`src/rtl/kos_sub_pipe_8.sv`:
```
`timescale 1ns/1ps
// kos_sub_pipe_8: pipelined 8-bit Kogge-Stone subtractor, d = a - b - bi (mod 256).
// Latency: two register stages (accepting edge loads stage 1, next edge loads the outputs).
// Backpressure: valid/ready at both ends; in_ready falls only when both stages hold
// data and out_ready is low. Stalled stages hold their contents unchanged.
//
// Ports:
//   clk, rst              rising-edge clock, synchronous active-high reset
//   in_valid / in_ready   operand handshake (a, b, bi)
//   out_valid / out_ready result handshake (d, bo, ovf)
//   a, b                  minuend, subtrahend (unsigned or two's complement)
//   bi                    borrow in (1 = subtract one more)
//   d                     difference a - b - bi mod 256
//   bo                    borrow out (1 when a < b + bi, unsigned)
//   ovf                   signed overflow of the subtraction
//
// Build option: KOS_SUB_OVF_EN
//   defined   -> ovf is computed; a[7] and b[7] travel through stage 1.
//   undefined -> ovf is tied to 0 and the sign-bit registers do not exist.
//
// Subtraction is done as a + ~b + ~bi. The prefix network carries the
// carry-in as an extra least-significant position (index 0), so every
// generate/propagate vector below is indexed 8..0 with bit i of the sum
// living at index i+1.

module kos_sub_pipe_8 (
    input  logic       clk,
    input  logic       rst,
    input  logic       in_valid,
    output logic       in_ready,
    input  logic [7:0] a,
    input  logic [7:0] b,
    input  logic       bi,
    output logic       out_valid,
    input  logic       out_ready,
    output logic [7:0] d,
    output logic       bo,
    output logic       ovf
);

    // ------------------------------------------------------------------
    // Handshake control
    // ------------------------------------------------------------------
    logic w_adv1;   // stage-1 register may load this cycle
    logic w_adv2;   // output register may load this cycle
    logic r_s1_vld;
    logic r_out_vld;

    // The output stage frees up the same cycle the consumer takes a beat,
    // so in_ready has a combinational path from out_ready. This is what
    // lets the pipe sustain one beat per cycle with no bubbles.
    assign w_adv2   = !r_out_vld || out_ready;
    assign w_adv1   = !r_s1_vld || w_adv2;
    assign in_ready = w_adv1;

    // ------------------------------------------------------------------
    // Level 0: operand transform and bitwise generate/propagate
    // ------------------------------------------------------------------
    logic [7:0] w_bn;   // inverted subtrahend
    logic [8:0] w_g0;   // index 0 is the carry-in (~bi)
    logic [8:1] w_p0;   // the carry-in position never propagates

    assign w_bn = ~b;
    assign w_g0 = {a & w_bn, ~bi};
    assign w_p0 = a ^ w_bn;

    // ------------------------------------------------------------------
    // Stage 1 combinational: Kogge-Stone levels 1 (span 1) and 2 (span 2)
    // ------------------------------------------------------------------
    // Group propagates are only formed where a later level consumes them.
    // Any group reaching down to index 0 has propagate 0 by construction,
    // so those positions are simply not built.
    logic [8:0] w_g1;
    logic [8:2] w_p1;
    logic [8:0] w_g2;
    logic [8:4] w_p2;

    assign w_g1[0] = w_g0[0];
    for (genvar i = 1; i <= 8; i++) begin : g_lvl1_g
        assign w_g1[i] = w_g0[i] | (w_p0[i] & w_g0[i-1]);
    end
    for (genvar i = 2; i <= 8; i++) begin : g_lvl1_p
        assign w_p1[i] = w_p0[i] & w_p0[i-1];
    end

    assign w_g2[1:0] = w_g1[1:0];
    for (genvar i = 2; i <= 8; i++) begin : g_lvl2_g
        assign w_g2[i] = w_g1[i] | (w_p1[i] & w_g1[i-2]);
    end
    for (genvar i = 4; i <= 8; i++) begin : g_lvl2_p
        assign w_p2[i] = w_p1[i] & w_p1[i-2];
    end

    // ------------------------------------------------------------------
    // Stage-1 registers
    // ------------------------------------------------------------------
    logic [8:0] r_s1_g;    // level-2 group generate
    logic [8:4] r_s1_p;    // level-2 group propagate (nonzero positions)
    logic [8:1] r_s1_p0;   // level-0 propagate, needed for the sum bits
`ifdef KOS_SUB_OVF_EN
    logic       r_s1_a7;
    logic       r_s1_b7;
`endif

    // ------------------------------------------------------------------
    // Stage 2 combinational: level 3 (span 4), sum, borrow, overflow
    // ------------------------------------------------------------------
    logic [8:0] w_g3;
    logic       w_c8;
    logic [7:0] w_d;
    logic       w_bo;

    assign w_g3[3:0] = r_s1_g[3:0];
    for (genvar i = 4; i <= 8; i++) begin : g_lvl3_g
        assign w_g3[i] = r_s1_g[i] | (r_s1_p[i] & r_s1_g[i-4]);
    end

    // After three levels index 8 spans positions 8..1 only; fold in the
    // carry-in position to get the full carry out of bit 7.
    assign w_c8 = w_g3[8] | (r_s1_p[8] & r_s1_p[4] & r_s1_g[0]);

    // Sum bit k uses propagate at index k+1 and the carry into it at index k.
    assign w_d  = r_s1_p0 ^ w_g3[7:0];
    assign w_bo = ~w_c8;

`ifdef KOS_SUB_OVF_EN
    logic w_ovf;
    // Subtraction overflows only when operand signs differ and the result
    // sign disagrees with the minuend.
    assign w_ovf = (r_s1_a7 != r_s1_b7) && (w_d[7] != r_s1_a7);
`endif

    // ------------------------------------------------------------------
    // Output registers
    // ------------------------------------------------------------------
    logic [7:0] r_d;
    logic       r_bo;
`ifdef KOS_SUB_OVF_EN
    logic       r_ovf;
`endif

    // ------------------------------------------------------------------
    // Sequential state
    // ------------------------------------------------------------------
    // Data registers load whenever their stage advances, even behind an
    // empty beat; only the valid flags carry meaning for empty slots.
    always_ff @(posedge clk) begin
        if (rst) begin
            r_s1_vld  <= 1'b0;
            r_s1_g    <= '0;
            r_s1_p    <= '0;
            r_s1_p0   <= '0;
`ifdef KOS_SUB_OVF_EN
            r_s1_a7   <= 1'b0;
            r_s1_b7   <= 1'b0;
            r_ovf     <= 1'b0;
`endif
            r_out_vld <= 1'b0;
            r_d       <= '0;
            r_bo      <= 1'b0;
        end else begin
            if (w_adv1) begin
                r_s1_vld <= in_valid;
                r_s1_g   <= w_g2;
                r_s1_p   <= w_p2;
                r_s1_p0  <= w_p0;
`ifdef KOS_SUB_OVF_EN
                r_s1_a7  <= a[7];
                r_s1_b7  <= b[7];
`endif
            end
            if (w_adv2) begin
                r_out_vld <= r_s1_vld;
                r_d       <= w_d;
                r_bo      <= w_bo;
`ifdef KOS_SUB_OVF_EN
                r_ovf     <= w_ovf;
`endif
            end
        end
    end

    assign out_valid = r_out_vld;
    assign d         = r_d;
    assign bo        = r_bo;
`ifdef KOS_SUB_OVF_EN
    assign ovf       = r_ovf;
`else
    assign ovf       = 1'b0;
`endif

endmodule

```
`config.mk`:
```
export PLATFORM = sky130hd
export DESIGN_NAME = kos_sub_pipe_8
export DESIGN_NICKNAME = d
export VERILOG_FILES = /design/src/rtl/kos_sub_pipe_8.sv
export SDC_FILE = /design/constraint.sdc
export NUM_CORES = 1
export LEC_CHECK = 0
export BUFFER_PORTS_ARGS = -buffer_cell sky130_fd_sc_hd__buf_4
export CAP_MARGIN = 15
export CORE_MARGIN = 2
export CORE_UTILIZATION = 48
export CTS_CLUSTER_DIAMETER = 120
export DETAILED_ROUTE_END_ITERATION = 6
export PLACE_DENSITY = 0.76
export SLEW_MARGIN = 20
export SYNTH_ARGS = -nofsm -noshare
export SYNTH_HDL_FRONTEND = slang
export SYNTH_SLANG_ARGS = --single-unit
```
`constraint.sdc`:
```
create_clock -name clk -period 1.1 [get_ports clk]
set_clock_uncertainty 0.05 [all_clocks]
set_input_delay 0.11 -clock clk [delete_from_list [all_inputs] [get_ports clk]]
set_output_delay 0.11 -clock clk [all_outputs]
set_load 0.01 [all_outputs]
```
# Word level (Yosys, flattened, before mapping)
# Cells that the tools add are included.
[word_totals] latch_bits=0 ramBits=0 out_inout_bits=12 elab_cells=72 memories=0 input_bits=21 regBits=33 mem_bits_ro=0
[op_classes] n_bitwise=61 multipliers=0 shifts=0 n_mux=0 n_lt_le_gt_ge=0 n_eq_ne=0 n_div=0 n_reduce_logical=4 addsub=0
[op_table] cell="$and A1 B1 Y1" count=34
[op_table] cell="$or A1 B1 Y1" count=21
[op_table] cell="$xor A8 B8 Y8" count=2
[op_table] cell="$and A8 B8 Y8" count=1
[op_table] cell="$not A8 Y8" count=1
[op_table] cell="$logic_not A1 Y1" count=2
[op_table] cell="$logic_or A1 B1 Y1" count=2
[op_table] cell="$not A1 Y1" count=2

# Depth between registers and ports, before layout
# Gate-level depths: netlist of run 1.
[logic_depth] ltp_word=6 mapped_depth=5 depth_no_buf=5

# Worst setup path before layout of run 1
# No wires, ideal clock.
[synth_path] path_kind="register -> register" from="register r_out_vld (netlist: out_valid)" to="register r_d[4] (netlist: d[4])" path_slack_ps=-125 required_time_ps=988 t_arrival_ps=1113 period_less_slack_ps=1225 n_path_buf=1 stages_incl_launch_ff=5 setup_time_ps=62 path_cell_list="dfxtp_1 nor2b_1 buf_6 or4_1 nand3_1"
[synth_between] elab_chain_cells=2
[synth_lines] element="from (decl)" line_no="47" text="logic r_out_vld;"
[synth_lines] element="from (signal assigned)" line_no="173" text="r_out_vld <= r_s1_vld;"
[synth_lines] element="$logic_not A1 Y1" line_no="52" text="assign w_adv2 = !r_out_vld || out_ready;"
[synth_lines] element="$logic_or A1 B1 Y1" line_no="52"
[synth_lines] element="to (signal assigned)" line_no="174" text="r_d <= w_d;"
[synth_lines] element="to (decl)" line_no="136" text="logic [7:0] r_d;"
# No other way between the ends.
# A chain may end at the register's enable or synchronous reset.

# Worst setup path after layout of run 1
[layout_path] from="register r_out_vld (netlist: out_valid)" to="output port in_ready"
[layout_between] elab_chain_cells=3
[layout_lines] element="$logic_not A1 Y1" line_no="52"
[layout_lines] element="$logic_or A1 B1 Y1" line_no="52"
[layout_lines] element="$logic_or A1 B1 Y1" line_no="53" text="assign w_adv1 = !r_s1_vld || w_adv2;"
[layout_lines] element="to (decl)" line_no="30" text="output logic in_ready,"
# No other way between the ends.

==> results of run 1 <==
layer usage:
layer / wire length, um / track usage / share of wire
met1: 1800 / 0.285 / 0.43
met2: 2100 / 0.419 / 0.51
met3: 156 / 0.0661 / 0.038
met4: 95 / 0.0963 / 0.023
met5: 0 / 0 / 0
area by class of cell:
cell class | instances | area [um2]
Fill cell | 238 | 813
Inverter | 9 | 41.3
Tap cell | 44 | 55.1
Multi-Input combinational cell | 129 | 888
Timing Repair Buffer | 61 | 499
Timing Repair inverter | 2 | 22.5
Sequential cell | 33 | 663
Clock inverter | 1 | 5.00
Clock buffer | 7 | 65.1
timing repair:
action / CTS / global route
resized for setup: 18 / 15
cloned: 2 / 0
pin swaps: 6 / 12
hold buffers: 4 / 0
endpoints found under the setup margin: 28 / 34
setup buffers: 7 / 2
hold endpoints to repair: 4 / 0
report_power, final:
| group | switching (mW) | internal [mW] | leakage, nW |
|---|---|---|---|
| clock | 0.423 | 0.370 | 0.0413 |
| combinational | 0.276 | 0.308 | 0.701 |
| sequential | 0.0618 | 1.29 | 0.274 |
worst min-delay path by stage:
| stage | from | endpoint | cells after the start |
|---|---|---|---|
| after floorplan | bi | r_s1_g[0]$_SDFFE_PP0P_ | 1 |
| after global placement | bi | r_s1_g[0]$_SDFFE_PP0P_ | 2 |
| after detailed placement | bi | r_s1_g[0]$_SDFFE_PP0P_ | 2 |
| after CTS | rst | d[4]$_SDFFE_PP0P_ | 3 |
| after global routing | rst | d[4]$_SDFFE_PP0P_ | 3 |
| final | rst | d[7]$_SDFFE_PP0P_ | 3 |
logic make-up after synthesis:
family	Yosys count	synth area share
AOI/OAI and AO/OA	39	0.165
xor gates and xnor gates	4	0.0227
adders and majority gates	8	0.0650
buffers and inverters	20	0.0634
DFF	33	0.429
other	1	0.00243
and+or+nand+nor	77	0.253
cells in the final DEF (no fill, tap or decap), types with 5 or more instances in the layout:
cell and count:
sky130_fd_sc_hd__buf_4 51, sky130_fd_sc_hd__a211oi_1 5, sky130_fd_sc_hd__buf_6 5, sky130_fd_sc_hd__nor2_1 17, sky130_fd_sc_hd__inv_1 8, sky130_fd_sc_hd__nand3_1 5, sky130_fd_sc_hd__clkbuf_4 5, sky130_fd_sc_hd__dfxtp_1 31
sky130_fd_sc_hd__nand2_1 21, sky130_fd_sc_hd__a21o_1 5, sky130_fd_sc_hd__ha_1 8, sky130_fd_sc_hd__a21oi_1 15
state kept, by name (all words and copies together) (netlist names):
signal / flops
out_valid: 1
d: 8
bo: 1
r_s1_p: 5
r_s1_vld: 1
r_s1_g: 9
r_s1_p0: 8
critical path: cells and delay by family, from the launching register on:
kind / cells / cell delay [ps]
DFF: 1 / 340
buffers and inverters: 2 / 170
and+or+nand+nor: 1 / 310
==> impl_metrics.py, run 1 <==
metrics = {
    "setup_path": {
        "setup.worst_path.end_class": "output port",
        "critical_path.endpoint": "in_ready",
        "worst_ep_required_time_ps": 940,
        "r2r.worst_path.cells": 5,
        "data_arrival_time_of_the_critical_path_ps": 1150,
        "crit_chain": "and3b_2 -> inv_8 -> buf_6",
        "critical_path.reg2reg.endpoint": "r_s1_g[8]$_SDFFE_PP0P_",
        "slowest_stage": "sky130_fd_sc_hd__dfxtp_2",
        "critical_path.startpoint": "out_valid$_SDFFE_PP0P_",
        "r2r_slack_ps": -210,
        "path_class": "flip-flop to output port",
        "cp_max_fo": 4,
        "timing.critical_path.slowest_cell_delay_ps": 340,
        "critical_path.reg2reg.startpoint": "out_valid$_SDFFE_PP0P_",
        "setup.worst_path.start_class": "flip-flop",
    },
    "placement": {
        "placed_cells": 264,
        "preCtsSetupSlack_ps": -181,
        "place.gp.congestion": 0.819,
        "half_perimeter_wire_length_after_placement_um": 2590,
        "placed_cell_area_mm2": 0.00193,
        "port-buffer-count": 31,
    },
    "detailed_routing": {
        "drt_iter0_drc": 56,
        "detail_route.vias_per_cell": 5.36,
        "vias": 1534,
        "route.detailed.wl_per_inst_um": 14.5,
        "route.antenna.remaining_nets": 0,
        "number_of_search_and_repair_iterations_in_the_first_detailed_routing_pass": 4,
        "remaining_drc_errors": 0,
        "total_wire_length_after_detailed_routing_um": 4150,
    },
    "job": {
        "drv.max_cap_violation_count": 0,
    },
    "sta": {
        "hold_viol": 0,
        "final-setup-viol-count": 34,
        "finalWorstPathRequiredPeriod_ps": 1310,
        "period_share": 1.19,
        "setup-tns-final_ps": -4480,
        "rsz_0062_raised_after_global_routing": "yes",
        "clock.fmax_mhz": 763,
        "fin_hold_ws_ps": 78.8,
        "count_of_final_max_slew_check_failures": 0,
        "post-route-worst-setup-slack_ps": -211,
    },
    "synthesis": {
        "ys_seq_elements": 33,
        "synth_largest_type_area_fraction": 0.429,
        "synth_cells": 182,
        "ys_types": 31,
        "avgSynthCellArea_um2": 8.46,
        "synthTopCellsByCount": "33 x sky130_fd_sc_hd__dfxtp_1, 22 x sky130_fd_sc_hd__nand2_1, 20 x sky130_fd_sc_hd__nor2_1",
        "mappedNetlistNets": 211,
        "yosysSeqAreaShare": 0.429,
        "synth_ff_type": "sky130_fd_sc_hd__dfxtp_1",
        "yosysWarnings": 0,
        "syn_area_mm2": 0.00154,
        "async_reset_ff_frac": 0,
        "synth_area_leader_cell": "sky130_fd_sc_hd__dfxtp_1",
        "edff_count_synth": 0,
        "top_count_cell_post_synth": "sky130_fd_sc_hd__dfxtp_1",
        "synthTopCellsByArea": "sky130_fd_sc_hd__dfxtp_1 43%, sky130_fd_sc_hd__ha_1 6.5%, sky130_fd_sc_hd__a21oi_1 6.2%, sky130_fd_sc_hd__nand2_1 5.4%, sky130_fd_sc_hd__nor2_1 4.9%",
    },
    "die": {
        "die_area_mm2": 0.00368,
        "fp.dieH_um": 60.6,
        "start_util": 0.505,
        "design.portCount": 33,
        "floorplan.core_area_mm2": 0.00305,
        "chipWidth_um": 60.6,
        "std_cell_rows": 20,
    },
    "final_layout": {
        "layout-drive-gt1-share": 0.384,
        "antenna_cells_inserted": 0,
        "finalNetCount": 270,
        "final_area_mm2": 0.00224,
        "final_cell_count_no_fill": 286,
        "finish.utilization": 0.734,
        "syn_to_final_growth_pct": 45.4,
    },
    "clock_tree": {
        "clk-insertion-delay-late_ps": 340,
        "cts-buffers-inserted": 5,
        "path_clk_slew_ps": 100,
        "clock_tree_from_tritoncts": "done",
        "clkSinkCount": 33,
        "cts_root_buf": "sky130_fd_sc_hd__clkbuf_4",
        "cts_max_level": 2,
        "cts-root-to-sink-buffers": 2,
    },
    "status": {
        "outcome": "complete, but fails checks",
        "violations": "setup timing",
    },
    "grt": {
        "grt_first_pass_wirelength_um": 6530,
        "grt_pass1_vias": 1502,
        "groute.usage.overall": 0.243,
        "initial_antenna_violation_count": 0,
        "global_route.overflow_total": 0,
        "grt_max_degree": 25,
    },
    "power_and_ir_drop": {
        "total_power_mw": 2.73,
        "leakagePower_nw": 1.02,
        "powerDensity_mw_per_mm2": 1220,
        "vdd_drop_max_uv": 633,
    },
    "min_path": {
        "hold_path_class": "primary input to flip-flop",
    },
}
Note: power is estimated with default switching activity, not from simulation.
==> inputs of run 2 (changes only) <==
--- a/config.mk
+++ b/config.mk
@@ -5,13 +5,16 @@
 export SDC_FILE = /design/constraint.sdc
 export NUM_CORES = 1
 export LEC_CHECK = 0
+export ABC_AREA = 1
 export BUFFER_PORTS_ARGS = -buffer_cell sky130_fd_sc_hd__buf_4
 export CAP_MARGIN = 15
+export CELL_PAD_IN_SITES_DETAIL_PLACEMENT = 1
+export CELL_PAD_IN_SITES_GLOBAL_PLACEMENT = 1
 export CORE_MARGIN = 2
-export CORE_UTILIZATION = 48
+export CORE_UTILIZATION = 35
 export CTS_CLUSTER_DIAMETER = 120
 export DETAILED_ROUTE_END_ITERATION = 6
-export PLACE_DENSITY = 0.76
+export PLACE_DENSITY = 0.79
 export SLEW_MARGIN = 20
 export SYNTH_ARGS = -nofsm -noshare
 export SYNTH_HDL_FRONTEND = slang
==> impl_metrics.py, run 2 <==
metrics = {
    "status": {
        "outcome": "complete, but fails checks",
        "violations": "setup timing",
    },
    "final_layout": {
        "flip_flop_count_of_the_largest_register_after_layout": 9,
        "syn_to_final_growth_pct": 33.6,
        "antenna_cells_inserted": 0,
        "layout.cells.most_common_list": "46 x sky130_fd_sc_hd__nand2_1, 44 x sky130_fd_sc_hd__buf_4, 32 x sky130_fd_sc_hd__nor2_1",
        "final_cell_count_no_fill": 338,
        "layout-drive-gt1-share": 0.303,
        "largest_register": "r_s1_g",
        "final_common_cell": "sky130_fd_sc_hd__nand2_1",
        "finalNetCount": 312,
        "final_area_mm2": 0.00223,
        "finish.utilization": 0.478,
    },
    "die": {
        "start_util": 0.358,
        "std_cell_rows": 25,
        "floorplan.core_area_mm2": 0.00466,
        "design.portCount": 33,
        "chipWidth_um": 73.0,
        "die_area_mm2": 0.00533,
        "fp.dieH_um": 73.0,
    },
    "setup_path": {
        "data_arrival_time_of_the_critical_path_ps": 1300,
        "critical_path.startpoint": "out_valid$_SDFFE_PP0P_",
        "worst_ep_required_time_ps": 1230,
        "critical_path.reg2reg.startpoint": "out_valid$_SDFFE_PP0P_",
        "cp_max_fo": 5,
        "setup.worst_path.start_class": "flip-flop",
        "r2r_slack_ps": -70,
        "path_class": "flip-flop to flip-flop",
        "setup.worst_path.end_class": "flip-flop",
    },
    "synthesis": {
        "syn_area_mm2": 0.00167,
        "synthTopCellsByArea": "sky130_fd_sc_hd__dfxtp_1 40%, sky130_fd_sc_hd__nand2_1 11%, sky130_fd_sc_hd__nor2_1 7.4%, sky130_fd_sc_hd__inv_1 7.0%, sky130_fd_sc_hd__a21oi_1 6.3%",
        "synth_area_leader_cell": "sky130_fd_sc_hd__dfxtp_1",
        "synthTopCellsByCount": "51 x sky130_fd_sc_hd__nand2_1, 33 x sky130_fd_sc_hd__dfxtp_1, 33 x sky130_fd_sc_hd__nor2_1",
        "avgSynthCellArea_um2": 7.15,
        "top_count_cell_post_synth": "sky130_fd_sc_hd__nand2_1",
        "ys_seq_elements": 33,
        "synth_ff_type": "sky130_fd_sc_hd__dfxtp_1",
        "yosysWarnings": 0,
        "edff_count_synth": 0,
        "mappedNetlistNets": 262,
        "async_reset_ff_frac": 0,
        "synth_largest_type_area_fraction": 0.396,
        "ys_types": 23,
        "synth_cells": 233,
        "yosysSeqAreaShare": 0.396,
    },
    "sta": {
        "fin_hold_ws_ps": 94.2,
        "clock.fmax_mhz": 854,
        "rsz_0062_raised_after_global_routing": "yes",
        "period_share": 1.06,
        "count_of_final_max_slew_check_failures": 0,
        "hold_viol": 0,
        "finalWorstPathRequiredPeriod_ps": 1170,
        "setup-tns-final_ps": -150,
        "post-route-worst-setup-slack_ps": -70.7,
        "final-setup-viol-count": 3,
    },
    "detailed_routing": {
        "highest_layer": "met4",
        "wl_met1_um": 2100,
        "total_wire_length_after_detailed_routing_um": 4360,
        "met3WireLength_um": 149,
        "drt_iter0_drc": 40,
        "detail_route.vias_per_cell": 4.75,
        "route.met2.wl_um": 2020,
        "number_of_search_and_repair_iterations_in_the_first_detailed_routing_pass": 4,
        "route.antenna.remaining_nets": 0,
        "remaining_drc_errors": 0,
        "route.detailed.wl_per_inst_um": 12.9,
        "vias": 1607,
    },
    "clock_tree": {
        "clock_tree_from_tritoncts": "done",
        "cts-buffers-inserted": 5,
        "clkSinkCount": 33,
        "path_clk_slew_ps": 70,
        "cts_max_level": 2,
        "cts_root_buf": "sky130_fd_sc_hd__clkbuf_8",
        "cts-root-to-sink-buffers": 2,
        "clk-insertion-delay-late_ps": 290,
    },
    "min_path": {
        "hold_path_startpoint": "bi",
        "hold_path_class": "primary input to flip-flop",
    },
    "grt": {
        "grt_first_pass_wirelength_um": 7090,
        "groute.usage.overall": 0.174,
        "grt_pass1_vias": 1538,
        "grt_max_degree": 16,
        "initial_antenna_violation_count": 0,
        "global_route.overflow_total": 0,
    },
    "placement": {
        "placed_cells": 324,
        "half_perimeter_wire_length_after_placement_um": 3230,
        "place.gp.congestion": 0.843,
        "port-buffer-count": 31,
        "placed_cell_area_mm2": 0.00202,
        "preCtsSetupSlack_ps": -88.7,
    },
    "job": {
        "drv.max_cap_violation_count": 0,
    },
    "power_and_ir_drop": {
        "powerDensity_mw_per_mm2": 1270,
        "leakagePower_nw": 1.12,
        "total_power_mw": 2.83,
        "vdd_drop_max_uv": 365,
    },
}
## run 2: logic make-up after synthesis
family	share of synthesized area
AOI/OAI and AO/OA	0.160
buffers and inverters	0.118
and+or+nand+nor	0.242
other	0.00225
DFF	0.396
xor gates and xnor gates	0.0210
adders and majority gates	0.0601
## run 2: power by group
group | internal (mW) | total, mW | leakage, nW | switching (mW)
combinational | 0.282 | 0.592 | 0.802 | 0.310
sequential | 1.29 | 1.36 | 0.274 | 0.0670
clock | 0.438 | 0.875 | 0.0450 | 0.437
## run 2: area by class of cell
type                    count  area (um2)
well taps                  54        67.6
inverters                  32         133
repair buffers             52         422
clock buffers               6        72.6
multi-input cells         159         857
clock inverters             2        10.0
fillers                   616        2430
flip-flops and latches     33         666
## run 2: repair_timing
action,4_1_cts,5_1_grt
cloned,0,1
setup buffers,4,0
endpoints found under the setup margin,11,27
hold buffers,1,0
pin swaps,1,3
resized for setup,13,24
endpoints found under the hold margin,1,0
## run 2: worst paths after layout
kind                                   to  cells past startpoint
setup / recovery   r_s1_g[2]$_SDFFE_PP0P_                      7
hold / removal     r_s1_g[0]$_SDFFE_PP0P_                      4
setup reg to reg   r_s1_g[2]$_SDFFE_PP0P_                      7
hold reg to reg   r_s1_p0[8]$_SDFFE_PP0P_                      2
## run 2: worst max-delay path: stages, from the launching register on
cell and delay [ps]:
sky130_fd_sc_hd__dfxtp_4 360, sky130_fd_sc_hd__nand3_4 100, sky130_fd_sc_hd__buf_12 160, sky130_fd_sc_hd__buf_6 120, sky130_fd_sc_hd__nand2_4 60, sky130_fd_sc_hd__nor2_1 40
sky130_fd_sc_hd__nor2_1 130, sky130_fd_sc_hd__nor2_1 50
## run 2: routing by layer
metal  vias to the layer above  global-route usage
li1                        825                   -
met1                       740               0.223
met2                        34               0.281
met3                         8              0.0414
met4                         0              0.0679
met5                         -                   0
